File: config.mk
export PLATFORM = sky130hd
export DESIGN_NAME = riscv_mdu_flat
export DESIGN_NICKNAME = d
export VERILOG_FILES = /design/src/rtl/riscv_mdu_pkg.sv /design/src/rtl/riscv_mdu_if.sv /design/src/rtl/riscv_mdu.sv /design/src/flat_wrapper.sv
export SDC_FILE = /design/constraint.sdc
export NUM_CORES = 1
export LEC_CHECK = 0
export CAP_MARGIN = 5
export CORE_AREA = 2 2 244 246
export DETAILED_ROUTE_END_ITERATION = 8
export DIE_AREA = 0 0 246 248
export PLACE_DENSITY = 0.39
export SETUP_SLACK_MARGIN = 0.2
export SYNTH_ARGS = -nofsm -noshare
export SYNTH_HDL_FRONTEND = slang
export SYNTH_SLANG_ARGS = --single-unit
File: constraint.sdc
create_clock -name clk -period 7.2 [get_ports clk]
set_input_delay 1.44 -clock clk [delete_from_list [all_inputs] [get_ports clk]]
set_output_delay 1.44 -clock clk [all_outputs]
set_load 0.005 [all_outputs]
File: src/rtl/riscv_mdu_pkg.sv
// Shared types and decode helpers for the RV32M iterative multiply/divide unit.
package riscv_mdu_pkg;

  typedef enum logic [2:0] {
    OP_MUL    = 3'b000,
    OP_MULH   = 3'b001,
    OP_MULHSU = 3'b010,
    OP_MULHU  = 3'b011,
    OP_DIV    = 3'b100,
    OP_DIVU   = 3'b101,
    OP_REM    = 3'b110,
    OP_REMU   = 3'b111
  } mdu_op_t;

  typedef enum logic [1:0] {
    MDU_IDLE = 2'd0,
    MDU_CALC = 2'd1,
    MDU_FIX  = 2'd2,
    MDU_DONE = 2'd3
  } mdu_state_t;

  function automatic logic is_div(mdu_op_t op);
    return op[2];
  endfunction

  // MUL needs no sign handling: the low half is identical for signed and unsigned.
  function automatic logic is_signed_a(mdu_op_t op);
    return (op == OP_MULH) || (op == OP_MULHSU) || (op == OP_DIV) || (op == OP_REM);
  endfunction

  function automatic logic is_signed_b(mdu_op_t op);
    return (op == OP_MULH) || (op == OP_DIV) || (op == OP_REM);
  endfunction

endpackage

File: src/rtl/riscv_mdu_if.sv
// Command/result bundle between the execute stage and the multiply/divide unit.
interface riscv_mdu_if #(
  parameter int N = 32
);
  // Start is sampled only when the unit is IDLE or DONE; Done pulses for one
  // cycle with Result valid, and Result holds until the next completion.
  logic         Start;
  logic [2:0]   MDUOp;
  logic [N-1:0] A;
  logic [N-1:0] B;
  logic [N-1:0] Result;
  logic         Busy;
  logic         Done;

  modport master (
    output Start, MDUOp, A, B,
    input  Result, Busy, Done
  );

  modport slave (
    input  Start, MDUOp, A, B,
    output Result, Busy, Done
  );
endinterface

File: src/rtl/riscv_mdu.sv
// Iterative RV32M multiply/divide: one shift-add or restoring-divide step per
// CALC cycle over a shared 2N-bit register, signs applied in FIX.
module riscv_mdu
  import riscv_mdu_pkg::*;
#(
  parameter int N    = 32,
  parameter int logN = 5
) (
  input  logic          clk,
  input  logic          rst_n,
  riscv_mdu_if.slave    bus,
  output mdu_state_t    dbg_state
);

  mdu_state_t      state;
  mdu_op_t         op_r;
  logic [logN-1:0] cnt;
  logic [2*N-1:0]  prod;
  logic [N-1:0]    mcand;
  logic            a_neg;
  logic            b_neg;
  logic            spec;
  logic [N-1:0]    result_r;
  logic            busy_r;
  logic            done_r;

  mdu_op_t         op_in;
  logic            a_neg_in;
  logic            b_neg_in;
  logic [N-1:0]    a_mag;
  logic [N-1:0]    b_mag;
  logic            div_zero;
  logic            div_ovf;
  logic [N-1:0]    spec_val;

  logic [N:0]      mul_sum;
  logic [2*N-1:0]  mul_next;
  logic [N:0]      div_trial;
  logic [N:0]      div_sub;
  logic            div_ge;
  logic [2*N-1:0]  div_next;

  logic [2*N-1:0]  prod_fin;
  logic [N-1:0]    quo;
  logic [N-1:0]    rem;
  logic [N-1:0]    fix_result;

  // Operand decode for the accepting edge.
  always_comb begin
    op_in    = mdu_op_t'(bus.MDUOp);
    a_neg_in = is_signed_a(op_in) & bus.A[N-1];
    b_neg_in = is_signed_b(op_in) & bus.B[N-1];
    a_mag    = a_neg_in ? (~bus.A + 1'b1) : bus.A;
    b_mag    = b_neg_in ? (~bus.B + 1'b1) : bus.B;
    div_zero = is_div(op_in) && (bus.B == '0);
    div_ovf  = (op_in == OP_DIV || op_in == OP_REM) &&
               (bus.A == {1'b1, {(N-1){1'b0}}}) && (bus.B == '1);
    spec_val = '0;
    if (div_zero) begin
      spec_val = op_in[1] ? bus.A : '1;
    end else if (div_ovf) begin
      spec_val = op_in[1] ? '0 : bus.A;
    end
  end

  // One iteration of each algorithm; the low half of prod holds the
  // multiplier (multiply) or the dividend shifting into quotient (divide).
  always_comb begin
    mul_sum   = {1'b0, prod[2*N-1:N]} + (prod[0] ? {1'b0, mcand} : '0);
    mul_next  = {mul_sum, prod[N-1:1]};
    div_trial = {prod[2*N-1:N], prod[N-1]};
    div_sub   = div_trial - {1'b0, mcand};
    div_ge    = (div_trial >= {1'b0, mcand});
    div_next  = {(div_ge ? div_sub[N-1:0] : div_trial[N-1:0]), prod[N-2:0], div_ge};
  end

  always_comb begin
    prod_fin   = (a_neg ^ b_neg) ? (~prod + 1'b1) : prod;
    quo        = (a_neg ^ b_neg) ? (~prod[N-1:0] + 1'b1) : prod[N-1:0];
    rem        = a_neg ? (~prod[2*N-1:N] + 1'b1) : prod[2*N-1:N];
    fix_result = '0;
    if (spec) begin
      fix_result = prod[N-1:0];
    end else begin
      case (op_r)
        OP_MUL:                       fix_result = prod_fin[N-1:0];
        OP_MULH, OP_MULHSU, OP_MULHU: fix_result = prod_fin[2*N-1:N];
        OP_DIV, OP_DIVU:              fix_result = quo;
        default:                      fix_result = rem;
      endcase
    end
  end

  always_ff @(posedge clk or negedge rst_n) begin
    if (!rst_n) begin
      state    <= MDU_IDLE;
      op_r     <= OP_MUL;
      cnt      <= '0;
      prod     <= '0;
      mcand    <= '0;
      a_neg    <= 1'b0;
      b_neg    <= 1'b0;
      spec     <= 1'b0;
      result_r <= '0;
      busy_r   <= 1'b0;
      done_r   <= 1'b0;
    end else begin
      done_r <= 1'b0;
      case (state)
        MDU_IDLE, MDU_DONE: begin
          if (bus.Start) begin
            op_r   <= op_in;
            a_neg  <= a_neg_in;
            b_neg  <= b_neg_in;
            mcand  <= b_mag;
            cnt    <= logN'(N-1);
            busy_r <= 1'b1;
            spec   <= div_zero | div_ovf;
            if (div_zero | div_ovf) begin
              prod  <= {{N{1'b0}}, spec_val};
              state <= MDU_FIX;
            end else begin
              prod  <= {{N{1'b0}}, a_mag};
              state <= MDU_CALC;
            end
          end else begin
            state <= MDU_IDLE;
          end
        end
        MDU_CALC: begin
          prod <= is_div(op_r) ? div_next : mul_next;
          if (cnt == '0) begin
            state <= MDU_FIX;
          end else begin
            cnt <= cnt - 1'b1;
          end
        end
        MDU_FIX: begin
          result_r <= fix_result;
          busy_r   <= 1'b0;
          done_r   <= 1'b1;
          state    <= MDU_DONE;
        end
        default: state <= MDU_IDLE;
      endcase
    end
  end

  assign bus.Result = result_r;
  assign bus.Busy   = busy_r;
  assign bus.Done   = done_r;
  assign dbg_state  = state;

endmodule
File: src/flat_wrapper.sv
// flat-port wrapper written by rule: the top's interface ports become plain ports
module riscv_mdu_flat import riscv_mdu_pkg::*;
#(
  parameter int N    = 32,
  parameter int logN = 5
)
  (clk, rst_n, dbg_state, bus_Start, bus_MDUOp, bus_A, bus_B, bus_Result, bus_Busy, bus_Done);
  riscv_mdu_if #(.N(N)) bus_i ();
  input  logic clk;
  input  logic rst_n;
  output mdu_state_t dbg_state;
  input wire logic [$bits(bus_i.Start)-1:0] bus_Start;
  input wire logic [$bits(bus_i.MDUOp)-1:0] bus_MDUOp;
  input wire logic [$bits(bus_i.A)-1:0] bus_A;
  input wire logic [$bits(bus_i.B)-1:0] bus_B;
  output wire logic [$bits(bus_i.Result)-1:0] bus_Result;
  output wire logic [$bits(bus_i.Busy)-1:0] bus_Busy;
  output wire logic [$bits(bus_i.Done)-1:0] bus_Done;
  assign bus_i.Start = bus_Start;
  assign bus_i.MDUOp = bus_MDUOp;
  assign bus_i.A = bus_A;
  assign bus_i.B = bus_B;
  assign bus_Result = bus_i.Result;
  assign bus_Busy = bus_i.Busy;
  assign bus_Done = bus_i.Done;
  riscv_mdu #(.N(N), .logN(logN)) u_core (.clk(clk), .rst_n(rst_n), .bus(bus_i), .dbg_state(dbg_state));
endmodule
# ---- Word-level counts from Yosys, hierarchy flattened
# Index checks and enable logic that the tools add are counted.
dict set report totals {
  output_inout_bits 36
  input_bits 70
  reg_bits 143
}
dict set report op_classes {
  order_cmp 1
  n_addsub 8
  reduce_logical 22
  bitwise_logic 9
  eq_ne 17
  n_mux 27
}
# operator count
set op_table {}
lappend op_table {{$mux 32} 12}
lappend op_table {{$mux 64} 3}
lappend op_table {{$add 32x1->32 const B} 4}
lappend op_table {{$not 32->32} 4}
lappend op_table {{$pmux 64 s2} 1}
lappend op_table {{$pmux 32 s3} 1}
lappend op_table {{$add 64x1->64 const B} 1}
lappend op_table {{$eq 32x32->1 const B} 2}
lappend op_table {{$not 64->64} 1}
lappend op_table {{$add 32x32->33} 1}
lappend op_table {{$ge 33x32->1} 1}
lappend op_table {{$logic_not 32->1} 1}
lappend op_table {{$sub 32x32->32} 1}
lappend op_table {{$eq 3x3->1 const B} 4}
lappend op_table {{$mux 5} 2}
lappend op_table {{$pmux 5 s2} 1}
lappend op_table {{$eq 3x2->1 const B} 3}
lappend op_table {{$eq 3x1->1 const B} 2}
lappend op_table {{$logic_or 1x1->1} 6}
lappend op_table {{$mux 2} 3}
lappend op_table {{$pmux 2 s3} 1}
lappend op_table {{$reduce_and 2->1} 3}
lappend op_table {{$logic_not 5->1} 1}
lappend op_table {{$sub 5x1->5 const B} 1}
lappend op_table {{16 further kinds} 24}

# ---- Longest topological paths before layout
# Gate-level depths: netlist of the first run.
dict set report depth {
  ltp_word 9
  ltp_mapped 15
}

# ---- Least setup slack after synthesis of the first run
# No wires, ideal clock.
dict set report synth_path {
  path_kind {input to register}
  from {input port bus_A[27]}
  to {register u_core.prod[27]}
  path_stages 10
  arrival_ps 3748
  slack_ps 3320
  t_required_ps 7068
  n_path_buf 2
  setup_ps 132
  cell_sequence {or4_1 -> nor4b_1 -> nand3_1 -> or3_1 -> clkbuf_1 -> and2_1 -> buf_2 -> a311o_1 -> a21oi_1 -> o31ai_1}
}
dict set report synth_via {
  elab_chain_cells 8
  word_cells_on_any_way 14
  classes_between {add/sub: 1; eq/ne: 1; mux: 8; bitwise: 2; reduce/logical: 2}
}
# item line
set synth_rtl {}
lappend synth_rtl {{start, declared} flat_wrapper.sv:14} ;# input wire logic [$bits(bus_i.A)-1:0] bus_A;
lappend synth_rtl {{branches (longest 5 deep; another with $add 32x1->32)} n/a}
lappend synth_rtl {{$mux 32 *} riscv_mdu.sv:119} ;# if (div_zero | div_ovf) begin
lappend synth_rtl {{$mux 64 *} riscv_mdu.sv:111} ;# if (bus.Start) begin
lappend synth_rtl {{$pmux 64 s2 *} riscv_mdu.sv:109} ;# case (state)
lappend synth_rtl {{end signal, assigned} riscv_mdu.sv:120} ;# prod <= {{N{1'b0}}, spec_val};
lappend synth_rtl {{end signal, assigned} riscv_mdu.sv:123} ;# prod <= {{N{1'b0}}, a_mag};
lappend synth_rtl {{end signal, assigned} riscv_mdu.sv:131} ;# prod <= is_div(op_r) ? div_next : mul_next;
lappend synth_rtl {{end, declared} riscv_mdu.sv:18} ;# logic [2*N-1:0] prod;
# Every way passes the cells marked *. The select of a mux whose other input is x is not followed.
# A chain may end at the register's enable or synchronous reset.

# ---- Worst setup path after layout of the first run
dict set report layout_path {
  from {input port bus_B[6]}
  to {register u_core.prod[24]}
}
dict set report layout_via {
  elab_chain_cells 7
  word_cells_on_any_way 10
  classes_between {eq/ne: 1; mux: 5; bitwise: 1; reduce/logical: 3}
}
# item line
set layout_rtl {}
lappend layout_rtl {{start, declared} flat_wrapper.sv:15} ;# input wire logic [$bits(bus_i.B)-1:0] bus_B;
lappend layout_rtl {{$eq 32x32->1} riscv_mdu.sv:57} ;# (bus.A == {1'b1, {(N-1){1'b0}}}) && (bus.B == '1);
lappend layout_rtl {{$logic_and 1x1->1} riscv_mdu.sv:57}
lappend layout_rtl {{$mux 32} riscv_mdu.sv:61} ;# end else if (div_ovf) begin
lappend layout_rtl {{$mux 32} riscv_mdu.sv:59} ;# if (div_zero) begin
lappend layout_rtl {{$mux 32 *} riscv_mdu.sv:119}
lappend layout_rtl {{$mux 64 *} riscv_mdu.sv:111}
lappend layout_rtl {{$pmux 64 s2 *} riscv_mdu.sv:109}
# Every way passes the cells marked *; elsewhere a longest branch is shown, timed or not. The select of a mux whose other input is x is not followed.

==> run summary, run 1 <==
In this run the static leakage power is 0.00694 µW. The number of distinct library cell variants in the gate-level netlist after synthesis is 78. The total clock sinks is 143. Sorting the synthesized cells by area gives the leading types as dfrtp_1 25%, o21ai_0 7.1%, a21oi_1 6.4%, ha_1 6.3%, nand2_1 5.7%. Critical path startpoint category: an input pin.

Across the whole layout, storage elements account for 3580 µm². Setup violations remaining at the end of the flow were counted as 0. For this run, the post-layout net count is 2124. The first detailed-routing pass took 4 iterations. The first global-routing pass estimated 94300 µm of wire. The die boundary height is 248 µm.

Setup repair after global routing left no endpoint under its margin. After detailed routing, the number of vias per cell comes to 5.40. The top-level port count was 106; the clock transition at the registers of the reported paths was 0.06 ns. The tools report the starting utilization of the core area as 24.7%.

The final worst setup slack is 1.99 ns, and the number of buffers inserted by port buffering is 105. The final route contains 14900 vias. Clock root buffer: clkbuf_16. The top cell type by area accounts for 24.8% of the synthesized area. Post-synthesis async set-or-reset flop share: 100%.

After detailed routing, the number of remaining DRC violations is 0. The actual transition at the worst max-transition pin came out at 1.10 ns. For this block, the initial DRC count from the detailed router was 1331. The most used flip-flop cell after synthesis is dfrtp_1. After routing, the total negative slack on setup checks comes to 0 ns. Hold timing on the final database bottoms out at a slack of 0.480 ns. The worst pin sits at a relative slew slack of 26.2%.

For this run, the total global-route usage over all layers was measured as 20.5%. The buffer levels on the longest clock path came out at 2. A synthesized cell averages 7.38 µm².

Dividing total power by cell area gives a power density of 534 nW/µm². The die width is 246 µm, and the final estimated routing congestion in global placement is 0.868. The slowest stage of the critical path belongs to the cell nor2_1. The clock arrives with 0.0133 ns of skew. The fraction of the mapped netlist area in compound gates works out to 28.3%. The xor/xnor share of the synthesized area works out to 9.72%.

Buffers inserted during clock tree synthesis total 17. Once the clock tree was built, the resizer swapped 0 gates to a different size. The number of antenna violations at the first check in global routing came out at 0. The total area inside the core boundary comes to 58500 µm². In the post-synthesis netlist, the cell with the most instances is nand2_1. Summed over all nets, the half-perimeter wirelength after detailed placement is 46500 µm. Timing would allow up to 192 MHz.

Number of pins exceeding their max-slew limit in the final report: 0. After synthesis, the largest family of logic cells by area is compound AO/OA/AOI/OAI gates. The signal on the critical path passes through clkdlybuf4s50_1 -> or4_1 -> nor4_2 -> nand2b_1 -> nor4_2 -> nand4_1 -> buf_4 -> nor2_1 -> nor2_1 -> buf_4 -> o31ai_1 -> a21oi_1 -> a311oi_1. The number of antenna diodes in the final layout is 0. The floorplan die area is 61000 µm². Clock latency on the worst-skew pair, taken at its later pin, is 0.47 ns. The flow ran to the end, and the final reports show no timing, DRC or antenna violations.

The number of synthesized flops with an enable pin was 0; the setup slack after placement was 1.52 ns. Sorting the synthesized cells by how often they occur yields 218 x nand2_1, 204 x o21ai_0, 183 x a21oi_1, 183 x nor2_1, 143 x dfrtp_1. The layout has 6419 filler cells.

The worst setup path is captured at a flop. Startpoint-to-endpoint class of the critical path: in -> reg. Global routing finished with a remaining overflow of 0. The largest fanout on the critical path works out to 21. For this run, the number of Yosys warnings is 0. The worst path in the final design needs a cycle of 5.21 ns, including I/O delays and setup.

The fraction of the mapped netlist area in adder cells came out at 6.61%. CTS built an H-tree with a depth of 4. Summed over all instances, the cell type with the most area after synthesis is dfrtp_1. Count of standard-cell rows: 89. After synthesis, flip-flops and latches occupy 24.8% of the total area.

In this run, post-CTS hold repair placed 0 buffers. The number of nets in the synthesized netlist is 2098. After detailed routing, the average wire length per cell comes to 22.5 µm.

IR analysis of the VDD net gives a maximum drop of 0.312 mV. The synthesized netlist devotes 22.2% of its cell area to simple gates. Max capacitance violation total: 0. For the number of global-route vias before repair, the log shows 14500. Cells with a size suffix above 1 make up 5.37% of the layout. STA puts the critical path data required time at 7.57 ns.

For the worst setup path, the data arrival time is 5.57 ns. For this block, the routed nets add up to 62300 µm of wire. The area growth from synthesis to final layout was 16.6%; the number of instances in the synthesized netlist was 1953. In this run the remaining antenna-violating nets after routing total 0. Entering global routing, the biggest net connects 72 pins.

The type of the worst min-delay path was reg -> reg. Synthesis-stage register bit count: 143. Of the available clock period, the critical path in the final layout requires 72.3%.

Summing all multi-input logic gate instances after layout gives 10100 µm². The tools report the final-report hold violation count as 0. The overall power consumption came out at 8980 µW. TritonCTS built the clock tree.

The share of cell area taken by muxes after synthesis works out to 2.82%. The largest incremental delay on the critical path was 0.69 ns. The run gives 14400 µm² as the combined area of all synthesized cells. Once the clock tree was built, the setup fixing pass inserted 0 buffers.
## logic make-up after synthesis
| logic type | Yosys count |
|---|---|
| mux | 40 |
| fa+ha+maj | 75 |
| buf+inv | 206 |
| xor+xnor | 160 |
| simple gates | 672 |
| flops | 143 |
| compound gates | 657 |
## sequential cells by signal, indices dropped and copies added (netlist names)
signal,count
u_core.a_neg,1
u_core.b_neg,1
u_core.bus.Busy,1
u_core.bus.Done,1
u_core.bus.Result,32
u_core.cnt,5
u_core.dbg_state,2
u_core.mcand,32
u_core.op_r,3
u_core.prod,64
u_core.spec,1
## stage by stage
step / util (%) / std cells / instance area (µm²)
floorplan: - / 1953 / 14400
global placement: 27.7 / 2732 / 16200
detailed placement: 27.7 / 2733 / 16200
CTS: 28.8 / 2765 / 16800
global route: 28.8 / 2765 / 16800
finish: 28.8 / 2765 / 16800
## critical path: cells and delay by family
family | cells | cell delay [ns]
and+or+nand+nor | 7 | 2.71
buffers and inverters | 3 | 1.03
AOI/OAI and AO/OA | 3 | 0.40
## worst paths after layout
path	startpoint	to	slack, ns	cells after the start
max in group asynchronous	rst_n	u_core.mcand[20]	5.04	2
min reg2reg	u_core.bus.Result[16]	u_core.bus.Result[16]	0.48	1
max	bus_B[6]	u_core.prod[24]	1.99	13
max reg2reg	u_core.prod[31]	u_core.prod[56]	2.78	14
min in group asynchronous	rst_n	u_core.bus.Result[29]	1.01	1
min	u_core.bus.Result[16]	u_core.bus.Result[16]	0.48	1
## area by class of cell
cell class	count	area share, %
clock buffer	19	2.63
clock inverter	13	0.960
inverter	76	1.70
multi-input combinational	1604	60.0
sequential	143	21.3
tap	773	5.75
timing repair buffer	137	7.67
## metal layers
| metal | track usage, % | part of all wire (%) | vias up |
|---|---|---|---|
| met1 | 29.4 | 49 | 7339 |
| met3 | 2.34 | 4.3 | 41 |
| met4 | 4.80 | 1.4 | 0 |
| li1 | - | - | 7155 |
| met5 | 0 | 0 | - |
| met2 | 32.5 | 45 | 400 |
## cells in the final DEF (no fill, tap or decap), drive strengths merged, types with 20 or more instances in the layout
cell type | netlist | layout
or3 | 35 | 35
o221ai | 22 | 22
buf | 20 | 33
nand3 | 37 | 37
mux2i | 35 | 35
inv | 75 | 77
xnor2 | 83 | 83
a21oi | 183 | 183
o21ai | 206 | 206
clkdlybuf4s50 | 0 | 104
a31oi | 20 | 20
nand4 | 20 | 20
ha | 73 | 73
nor3 | 54 | 54
dfrtp | 143 | 143
nor2 | 183 | 183
a21o | 33 | 33
xor2 | 77 | 77
nand2 | 221 | 221
nor4 | 20 | 20
## where the power goes
part / total [µW] / internal, µW / switching, µW
sequential: 1830 / 1170 / 659
clock: 963 / 554 / 409
combinational: 6190 / 2330 / 3860
total: 8980 / 4050 / 4930
Power figures use the tool's default switching activity.
==> run 2, diff against run 1 <==
clock period = 5.08 ns   (was 7.2 ns; I/O delays follow)
==> run 2 against run 1 <==
Worst hold slack worse by 0.0017 ns. Count of clock-buffer cells in the layout stayed put. Combinational power is 46% higher. Critical path type unchanged. Critical endpoint unchanged. Largest cell class unchanged. Largest power group unchanged. Highest routed layer unchanged.
==> run summary, run 2 (synthesis results as in run 1) <==
Summed over all layers, the routed wires come to 62700 µm. For this design the top-level I/O count stands at 106. The first global-routing pass estimated 95000 µm of wire. The logs give 0.00710 µW for the standby leakage power and 20.6% for the overall fraction of global-route tracks in use. The sequential power share was 19.0%. The tools report the internal power component as 5870 µW.

Number of antenna diodes: 0. In this run the tool buffered the top-level ports with 105 buffer cells. Net switching is 54.4% of the power. In this run the critical register-to-register path is launched from u_core.prod[31]. After clock tree synthesis, the clock-pin slew on the worst setup and hold paths is 0.06 ns. The number of DRC markers in iteration 0 was 1232.

The actual transition at the worst max-transition pin was 1.12 ns; the layout net count was 2152. Counting every sink on the clock net gives 143. The clock skew after layout came out at 0.0149 ns.

Fraction of the cycle the final worst path needs: 86.2%. The largest fanout on the critical path is 10, and the maximum number of pins on one net before global-route repair is 89. Per report_power, the clock group accounts for 10.9% of the total. TritonCTS built the clock tree. The flow ran to the end, and the final reports show no timing, DRC or antenna violations.

The worst setup path is captured at a flop. The worst hold path belongs to the class reg -> reg. The via count of the routed design came out at 15000.

The library cell used most frequently in the layout, excluding fill and tap cells, is nand2_1. Clock tree synthesis selected as its root buffer the cell clkbuf_16. The power density over the cells came out at 754 nW/µm².

Leaving out fill and tap cells, the most frequent cells in the layout are 217 x nand2_1, 204 x o21ai_0, 183 x nor2_1. For the first-pass iteration count of the detailed router, the log shows 7. Max-cap violations in this run came to 0. Clock tree synthesis inserted a total of 17 buffers.

Buffers inserted to repair hold after CTS numbered 0. The count of endpoints failing setup in the final report was 0; the starting utilization of the core area was 24.7%. Floorplan die area: 61000 µm². The worst register-to-register path ends at u_core.prod[56]. The area growth from synthesis to final layout came out at 18.3%.

Subtracting the final worst setup slack from the clock period gives 4.38 ns. For the DRC violation count after routing, the log shows 0. Per report_power, the combinational group accounts for 70.2% of the total.

The total overflow left after global routing is 0. The number of antenna violations at the first check in global routing was 0; the number of cell instances on the worst register-to-register path was 14. In this run the deepest clock path goes through 2 buffers.

The register containing the most flip-flops in the final layout was u_core.prod. Setup slack closes at 0.702 ns. In the final layout, the share of cells above drive strength 1 is 6.63%. The number of pins exceeding their max-slew limit in the final report was 0; the peak ir drop on the vdd network was 0.309 mV. For the required time of the worst setup path, the log shows 5.39 ns. The floorplan step set the die height to 248 µm. For this run, the top clock speed supported by timing is 228 MHz.

Startpoint-to-endpoint class of the critical path: in -> reg. The antenna violation net count after detailed routing came out at 0. In this run the register-to-register setup slack is 0.82 ns. Setup slack after placement: 0.0546 ns.

The count of instances resized after the clock tree is built was 0. The critical path endpoint is u_core.prod[24]. Routability-driven placement finished with a final weighted congestion of 0.870. After detailed routing, the number of vias per cell comes to 5.38. The area of the core region is 58500 µm², and the later-pin clock latency in the skew report is 0.46 ns. Setup total negative slack on the finished layout was measured at 0 ns.

For the worst relative slew slack, the log shows 25.0%. The die width came out at 246 µm. The logs give 6990 µW for the switching power and 29.2% for the utilization of the core after routing. Setup repair after global routing left no endpoint under its margin.

In this run the number of H-tree levels came out at 4. In this run the worst setup path begins at bus_B[1]. In this run the post-CTS setup repair buffer count came out at 0. The wire-length estimate of the detail-placed layout is 47500 µm. The register with the most flip-flops in the layout has 64 of them.

For the final-report hold violation count, the log shows 0. The critical path startpoint category was an input pin. The completed layout was analyzed and its total power is 12900 µW.

The arrival time of data at the critical path endpoint was 4.69 ns; the mean routed wirelength per cell was 22.4 µm. For the number of global-route vias before repair, the log shows 14800. After floorplanning, the core was divided into 89 placement rows.
==> run 2: worst min path at each step <==
stage                                startpoint                    end  slack, ns  depth (start not counted)
after detailed placement  u_core.bus.Result[16]  u_core.bus.Result[16]       0.47                          1
final                     u_core.bus.Result[16]  u_core.bus.Result[16]       0.48                          1
after global routing            u_core.mcand[5]        u_core.mcand[5]       0.50                          2
after global placement         u_core.mcand[26]       u_core.mcand[26]       0.46                          2
after CTS                 u_core.bus.Result[16]  u_core.bus.Result[16]       0.49                          1
after floorplan                u_core.mcand[10]       u_core.mcand[10]       0.45                          2
==> run 2: per-layer routing <==
layer / share of wire, % / vias up / GRT usage [%]
li1: - / 7199 / -
met1: 48 / 7252 / 29.4
met2: 44 / 493 / 31.7
met3: 5.4 / 78 / 2.89
met4: 3.0 / 0 / 7.15
met5: 0 / - / 0
==> run 2: worst max-delay path: stages <==
cell and delay (ns):
clkdlybuf4s50_1 0.55, ha_1 0.18, nand4_1 0.17, nor4_1 0.77, nand3_1 0.31, or3_1 0.58, and2_1 0.39, nand2_1 0.35
o31ai_1 0.12, a21oi_1 0.18, a311oi_1 0.07
==> run 2: area by class of cell <==
type                    instances  area [µm²]
well taps                     773         967
clock inverters                13         189
multi-input cells            1604       10100
clock buffers                  19         433
flip-flops and latches        143        3580
inverters                      76         285
fillers                      6421       41400
repair buffers                165        1520
==> run 2: stage by stage <==
step	std cells	hold WS (ns)	cell area (µm²)
after global routing	2793	0.499	17100
after global placement	2761	0.464	16400
after floorplan	1953	0.450	14400
final	2793	0.478	17100
after detailed placement	2761	0.471	16400
after CTS	2793	0.485	17100
==> run 2: power groups by stage <==
| stage | sequential, µW | combinational (µW) | clock [µW] |
|---|---|---|---|
| global placement | 2440 | 8970 | 0 |
| CTS | 2430 | 8970 | 1440 |
| detailed placement | 2450 | 8930 | 0 |
| floorplan | 2050 | 6190 | 0 |
| finish | 2440 | 9020 | 1400 |
| global route | 2510 | 9990 | 1490 |
==> run 3, diff against run 2 <==
CORE_AREA = 2 2 173 175   (was 2 2 244 246)
DIE_AREA = 0 0 175 177   (was 0 0 246 248)
PLACE_DENSITY = 0.68   (was 0.39)
==> run 3 against run 2 <==
Worst hold slack gained 0.00092 ns. Total power is 3.0% lower. Sequential power rose by 5%. Largest power group unchanged.
==> run summary, run 3 (synthesis results as in run 1) <==
Global-route wire length before repair: 80400 µm. The count of endpoints failing setup in the final report was 0; the starting utilization of the core area was 49.3%. From left edge to right edge, the die measures 175 µm. In this run the standard cell core region covers 29200 µm². The critical path starts at bus_B[6].

u_core.prod holds more flip-flops than any other register. Before CTS, the worst setup slack after placement is 0.548 ns. The clock transition at the registers of the reported paths is 0.07 ns.

The worst setup path is captured at a flop. For the final database, setup skew stands at 0.00935 ns. The fraction of the cycle the final worst path needs came out at 81.8%.

The clock passes through at most 2 buffers. Once layout is done, the placed cells without fillers occupy 16400 µm². The count of standard-cell rows was 63; the buffer count from post-CTS setup fixing was 0. Entering global routing, the biggest net connects 107 pins.

At the end of routability-driven placement, the weighted congestion stood at 0.949. Global routing used 33.1% of the available tracks across all layers. The logs give 25.6% for the worst relative slew slack and 6 for the first-pass iteration count of the detailed router.

The logs give 0 for the number of antenna violations at the first check in global routing and 5.39 ns for the required time of the worst setup path. At the later pin of the worst-skew pair, clock insertion delay measures 0.44 ns. Summing over every cut layer, the via total after detailed routing is 15200. The total clock sinks was 143; the actual transition at the worst max-transition pin was 1.11 ns. The mean routed wirelength per cell works out to 21.6 µm. For this run, design rule violations remaining after detail routing come to 0. The overall power consumption was 12500 µW; the aggregate routed wire length was 51500 µm. The worst setup path is of the in -> reg kind.

In the final layout, the share of cells above drive strength 1 is 5.70%. Most frequent standard cell in the layout excluding fill and tap cells: nand2_1. In the layout the commonest cells are 217 x nand2_1, 204 x o21ai_0, 183 x nor2_1. The tools report the utilization of the core after routing as 56.2%. The startpoint identified for the worst register-to-register timing path is u_core.prod[0]. For the count of instances resized after the clock tree is built, the log shows 0. During I/O placement, the number of pins put on the boundary was 106. Along the worst path, the maximum fanout reaches 25. The top cell family by delay on the critical path is simple AND/OR/NAND/NOR gates.

TritonCTS built the clock tree. The tools report the max capacitance violation total as 0. Based on the critical path, the design can be clocked at up to 241 MHz. After the last flow step, the layout net total stands at 2131. The min-delay analysis places its worst path in the category reg -> reg. The flip-flop count of the largest register after layout came out at 64. Measured along the y axis, the die boundary spans 177 µm. The depth of the CTS H-tree is 4, and the number of antenna diodes is 0.

The standby leakage power came out at 0.00700 µW. The detail route stage leaves a number of antenna-violating nets equal to 0. The area growth from synthesis to layout is 14.0%. The run gives 2773 as the number of filler instances in the final layout.

The worst path buffer plus inverter count is 2. Cell repeated most along the worst path: nor4_2. For the detailed placement HPWL, the log shows 38400 µm. In this design, the stage delay of the slowest critical-path cell is 0.66 ns. Hold repair after CTS inserted 0 buffers. Final-report hold violation count: 0.

The mean number of vias per cell came out at 6.38. The largest individual stage delay along the critical path comes from the cell or4_1. The count of buffers added on input and output ports is 105. After routing, the total negative slack on setup checks comes to 0 ns. Power density over the cells: 759 nW/µm². The number of pins exceeding their max-slew limit in the final report is 0.

Number of buffers inserted during clock tree synthesis: 17. In this run the most critical hold path is launched from u_core.bus.Result[18]. The run gives 0.594 mV as the peak ir drop on the vdd network. STA classifies the critical path startpoint as an input pin.

For this block, the initial DRC count from the detailed router was 1786. Setup slack closes at 0.923 ns. Data arrives at the worst endpoint at 4.46 ns. Setup repair after global routing left no endpoint under its margin. Global routing finished with a remaining overflow of 0.

The cell sitting at the root of the clock tree is a clkbuf_16. For the number of global-route vias before repair, the log shows 14100. The flow ran to the end, and the final reports show no timing, DRC or antenna violations. The die covers 31000 µm². The critical path goes through clkdlybuf4s50_1 -> or4_1 -> nor4_2 -> nand2b_1 -> nor4_2 -> nand4_1 -> buf_4 -> nand2_2 -> nor3_1 -> a211oi_1 -> o221ai_1. The placed instances occupy a cell area of 15800 µm².

The worst path needs 4.16 ns of the cycle, external delays included.
[run 3: changes by cell type in the layout (fill, tap and decap cells not counted)]
cell and delta:
buf_4 -20, clkinv_4 -3, clkinv_2 -2, inv_6 +2
inv_8 +2, buf_12 -1, clkbuf_1 -1, clkbuf_8 +1
clkinvlp_4 +1
[run 3: path summary, 6_finish.rpt]
| kind | endpoint | slack, ns | depth (start not counted) |
|---|---|---|---|
| setup reg to reg | u_core.prod[56] | 0.95 | 13 |
| hold reg to reg | u_core.bus.Result[18] | 0.48 | 1 |
| min in group asynchronous | u_core.prod[42] | 0.66 | 1 |
| max in group asynchronous | u_core.bus.Result[7] | 3.34 | 2 |
| setup / recovery | u_core.prod[23] | 0.92 | 11 |
| hold / removal | u_core.bus.Result[18] | 0.48 | 1 |
[run 3: power breakdown]
part           switching (µW)  leakage [µW]  internal, µW
registers                 885       0.00175          1660
logic                    5210       0.00494          3310
clock network             563      0.000305           848
[run 3: area by class of cell]
class                   count  area (µm²)  share of cell area, %
clock inverters            13         200                   1.22
repair buffers            144        1350                   8.18
clock buffers              19         443                   2.70
multi-input cells        1604       10100                   61.4
inverters                  76         285                   1.74
well taps                 390         488                   2.97
flip-flops and latches    143        3580                   21.8
[run 3: per-stage QoR]
stage	std cells	hold WS, ns
after floorplan	1953	0.450
after global placement	2357	0.461
after detailed placement	2357	0.470
after CTS	2389	0.485
after global routing	2389	0.508
final	2389	0.479
[run 3: layer usage]
layer / wire length, µm / GRT usage [%] / vias up
li1: - / - / 7154
met1: 23100 / 48.1 / 7186
met2: 21200 / 47.3 / 777
met3: 5400 / 7.69 / 114
met4: 1860 / 12.7 / 0
met5: 0 / 0 / -
